===== src/rtl/dmem_port_arbiter.sv =====
// Round-robin arbiter sharing one synchronous data-memory port between the CPU
// and the loader port; registers the memory command and steers read data back.
module dmem_port_arbiter #(
  parameter int AW     = 12,
  parameter int DW     = 32,
  parameter int RD_LAT = 1
) (
  input  logic          clock_i,
  input  logic          reset_ni,
  input  logic          cpu_req_i,
  input  logic          cpu_wren_i,
  input  logic [AW-1:0] cpu_addr_i,
  input  logic [DW-1:0] cpu_wdata_i,
  output logic          cpu_gnt_o,
  output logic          cpu_rvalid_o,
  output logic [DW-1:0] cpu_rdata_o,
  input  logic          ldr_req_i,
  input  logic          ldr_wren_i,
  input  logic [AW-1:0] ldr_addr_i,
  input  logic [DW-1:0] ldr_wdata_i,
  output logic          ldr_gnt_o,
  output logic          ldr_rvalid_o,
  output logic [DW-1:0] ldr_rdata_o,
  output logic [AW-1:0] mem_address_o,
  output logic [DW-1:0] mem_data_o,
  output logic          mem_wren_o,
  input  logic [DW-1:0] mem_q_i
);
  localparam int NP = 2;
  localparam int CW = $clog2(RD_LAT + 1);
  localparam logic [1:0] S_IDLE  = 2'd0;
  localparam logic [1:0] S_ISSUE = 2'd1;
  localparam logic [1:0] S_WAIT  = 2'd2;

  // Port index 0 = CPU, 1 = LDR.
  logic [NP-1:0]         req, wren_in, gnt, rvalid;
  logic [NP-1:0][AW-1:0] addr_in;
  logic [NP-1:0][DW-1:0] wdata_in, rdata;

  assign req      = {ldr_req_i, cpu_req_i};
  assign wren_in  = {ldr_wren_i, cpu_wren_i};
  assign addr_in  = {ldr_addr_i, cpu_addr_i};
  assign wdata_in = {ldr_wdata_i, cpu_wdata_i};

  logic [1:0]    state_q, state_d;
  logic          win_q, win_d, last_q, last_d, wren_q, wren_d;
  logic [AW-1:0] addr_q, addr_d;
  logic [DW-1:0] wdata_q, wdata_d;
  logic [CW-1:0] cnt_q, cnt_d;
  logic          pick;

  // Contention goes to the port that did not win last; otherwise the lone requester.
  assign pick = (req[0] && req[1]) ? ~last_q : req[1];

  always_comb begin
    state_d = state_q;
    win_d   = win_q;
    last_d  = last_q;
    wren_d  = wren_q;
    addr_d  = addr_q;
    wdata_d = wdata_q;
    cnt_d   = cnt_q;
    case (state_q)
      S_IDLE: begin
        if (|req) begin
          win_d   = pick;
          last_d  = pick;
          wren_d  = wren_in[pick];
          addr_d  = addr_in[pick];
          wdata_d = wdata_in[pick];
          state_d = S_ISSUE;
        end
      end
      S_ISSUE: begin
        cnt_d   = CW'(RD_LAT);
        state_d = wren_q ? S_IDLE : S_WAIT;
      end
      S_WAIT: begin
        cnt_d = cnt_q - CW'(1);
        if (cnt_q == CW'(1)) state_d = S_IDLE;
      end
      default: state_d = S_IDLE;
    endcase
  end

  always_ff @(posedge clock_i or negedge reset_ni) begin
    if (!reset_ni) begin
      state_q <= S_IDLE;
      win_q   <= 1'b0;
      last_q  <= 1'b1;
      wren_q  <= 1'b0;
      addr_q  <= '0;
      wdata_q <= '0;
      cnt_q   <= '0;
    end else begin
      state_q <= state_d;
      win_q   <= win_d;
      last_q  <= last_d;
      wren_q  <= wren_d;
      addr_q  <= addr_d;
      wdata_q <= wdata_d;
      cnt_q   <= cnt_d;
    end
  end

  // Strobes decode straight from state so reset clears them without waiting for an edge.
  for (genvar p = 0; p < NP; p++) begin : g_port
    assign gnt[p]    = (state_q == S_ISSUE) && (win_q == 1'(p));
    assign rvalid[p] = (state_q == S_WAIT) && (cnt_q == CW'(1)) && (win_q == 1'(p));
    assign rdata[p]  = rvalid[p] ? mem_q_i : '0;
  end

  assign cpu_gnt_o     = gnt[0];
  assign ldr_gnt_o     = gnt[1];
  assign cpu_rvalid_o  = rvalid[0];
  assign ldr_rvalid_o  = rvalid[1];
  assign cpu_rdata_o   = rdata[0];
  assign ldr_rdata_o   = rdata[1];
  assign mem_address_o = addr_q;
  assign mem_data_o    = wdata_q;
  assign mem_wren_o    = (state_q == S_ISSUE) && wren_q;
endmodule


===== config.mk =====
export PLATFORM = sky130hd
export DESIGN_NAME = dmem_port_arbiter
export DESIGN_NICKNAME = d
export VERILOG_FILES = /design/src/rtl/dmem_port_arbiter.sv
export SDC_FILE = /design/constraint.sdc
export NUM_CORES = 1
export LEC_CHECK = 0
export BUFFER_PORTS_ARGS = -buffer_cell sky130_fd_sc_hd__buf_4
export CORE_UTILIZATION = 30
export CTS_CLUSTER_DIAMETER = 40
export CTS_CLUSTER_SIZE = 24
export DETAILED_ROUTE_END_ITERATION = 10
export PLACE_DENSITY = 0.66
export SYNTH_ARGS = -nofsm -noshare
export SYNTH_HDL_FRONTEND = slang
export SYNTH_SLANG_ARGS = --single-unit

===== constraint.sdc =====
create_clock -name clock_i -period 4.3 [get_ports clock_i]
set_clock_uncertainty 0.1 [all_clocks]
set_input_delay 0.645 -clock clock_i [delete_from_list [all_inputs] [get_ports clock_i]]
set_output_delay 0.645 -clock clock_i [all_outputs]
set_load 0.02 [all_outputs]

==> results.txt <==
Status: finished, violations left
Violated checks: design-rule violations
Global route overflow: 0
Max-slew violations: 0
Critical path data arrival time: 2.03 ns
Largest net degree at the start of global routing: 51
Final Hold Fails: 0
Vias in the first global route: 3056
HP Class: primary input to asynchronous set/reset pin
Max Cap Violations: 0
Post-CTS sizing: 0
Total CTS buffers: 5
Vias/cell: 4.68
Fin crit period: 2.78 ns
Mapped Area: 2750 sq um
DIE AREA: 9550 sq um
Clock net sink count: 50
Ratio of cells with drive above 1 in the final layout: 44.4%
Antenna-violating nets left: 0
Most common cell after layout, fill and taps aside: buf_4
Critical-path maximum fanout: 33
# diodes: 0
Initial antenna violation count: 0
Clock latency on the worst-skew pair: 0.30 ns
Initial drt markers: 110
IO Pins: 239
Largest buffer count on any clock path: 2
NumNets Final: 695
Yosys reg bits: 50
Least-Margin Pin Slew: 1.26 ns
DR DRC count: 35
Most frequent cells in the layout: buf_4, a21oi_1, and2_1
Worst Reg-to-Reg Cells: 6
Mean Syn Cell Area: 7.99 sq um
CORE AREA: 8810 sq um
Tcrit/Tclk final: 64.6%
Register area share after synthesis: 45.6%
TritonRoute pass-1 iters: 7
Net Count, Synth: 473
Via count: 3157
PD cells: 618 nW/um^2
Sequential cell area: 1250 sq um
Crit. End Element: output port
# setup viols final: 0
TritonCTS clock tree: done
Synth top area share: 44.6%
Global Route Usage Sum: 19.1%
Gpl congestion: 0.874
Post-layout util: 53.0%
Gate count after technology mapping: 344
Drt total wl: 9530 um
Crit path kind: flop to output port
Tot Pwr: 0.00288 W
Final setup TNS: 0 ns
Hold_ws: 0.258 ns
RSZ-0062 raised after global routing: false
Die Span Y: 97.7 um
Max Clock Freq: 360 MHz
Critical Path RT: 3.56 ns
Fillers: 849
Area growth from synthesis to layout: 69.9%
First-pass GRT wire length: 14800 um
Synth cell types: 23
Max_slew headroom: 15.4%
Yosys top cell by area: dfrtp_1
Ys Warns: 0
Post-CTS setup buffer count: 0
Chip Width: 97.7 um
Multi-input gate area: 1380 sq um
Synth area leaders: dfrtp_1, a21oi_1, and2_1, nor2_1, nand2_1
Maximum VDD drop: 0.332 mV
Element type at the critical path start: flop
# H-tree levels: 2
Clock root cell: clkbuf_8
HPWL after DPL: 7170 um
Hold buffers post-CTS: 0
Clock slew at reported path FFs: 0.09 ns
Avg WL per Cell: 14.1 um
Initial cell density of the core: 31.2%
Pleak: 2.43 nW
Port Buffers: 238
Cell Rows: 34
==> synthesized netlist by cell type <==
cell type / n
and2_1: 66
o21a_1: 1
nand2_1: 46
nor2b_1: 2
a21oi_1: 92
buf_2: 17
dfstp_2: 1
a21boi_4: 1
nand2b_1: 1
o21ai_1: 1
dfrtp_1: 49
a31oi_1: 1
ha_1: 3
mux2i_1: 1
inv_1: 2
and3_1: 1
clkbuf_1: 7
a21bo_2: 1
o22ai_1: 1
buf_4: 1
nor2_1: 47
mux2_2: 1
a22o_1: 1
==> worst max-delay path, stage by stage, from the launching register on <==
cell	delay, ns
dfrtp_1	0.39
inv_1	0.10
ha_1	0.19
and3_1	0.68
and2_1	0.24
buf_4	0.14
==> state kept, by name, summed over array words and instances, names as in the netlist <==
signal	count
mem_data_o	32
win_q	1
state_q	2
last_q	1
wren_q	1
cnt_q	1
mem_address_o	12
==> cells by family (layout without fill, tap and decap cells) <==
kind of cell             after synthesis  after routing  synth area share, %
flip-flops                            50             50                 45.6
buffers and inverters                 27            250                 4.60
multiplexers                           2              2                0.774
AO/OA/AOI/OAI                         99             99                 19.0
adder cells (fa/ha/maj)                3              3                 1.37
AND/OR/NAND/NOR                      163            163                 28.6
==> per-layer routing <==
layer,global-route usage (%),vias to the layer above,routed length [um]
met3,4.03,16,679
met5,0,-,0
met4,6.06,0,201
li1,-,1554,-
met2,36.7,148,5040
met1,20.7,1439,3610
==> through the flow <==
step / cells / area, sq um / worst slack [ns]
floorplan: 344 / 2750 / 2.05
global placement: 667 / 4580 / 1.95
detailed placement: 667 / 4580 / 1.82
CTS: 675 / 4670 / 1.47
global route: 675 / 4670 / 1.31
finish: 675 / 4670 / 1.52
==> path summary, 6_finish.rpt <==
kind                                     to           start  slack (ns)
setup reg to reg           mem_address_o[4]      state_q[1]        1.98
hold reg to reg              mem_data_o[27]  mem_data_o[27]        0.44
hold / removal               mem_data_o[26]        reset_ni        0.26
min in group clock_i         mem_data_o[27]  mem_data_o[27]        0.44
max in group asynchronous    mem_data_o[13]        reset_ni        3.38
setup / recovery            ldr_rdata_o[24]      state_q[0]        1.52
==> where the power goes <==
group | switching, W | internal, W
Sequential | 0.000136 | 0.000714
Combinational | 0.00102 | 0.000730
Clock | 0.000155 | 0.000130
Total | 0.00131 | 0.00157
==> final cells by class <==
class | instances | area share, %
Timing Repair Buffer | 240 | 38.6
Multi-Input combinational cell | 267 | 29.6
Sequential cell | 50 | 26.8
Tap cell | 108 | 2.89
Clock buffer | 7 | 1.85
Inverter | 2 | 0.161
Clock inverter | 1 | 0.107
Note: power is estimated with default switching activity, not from simulation.
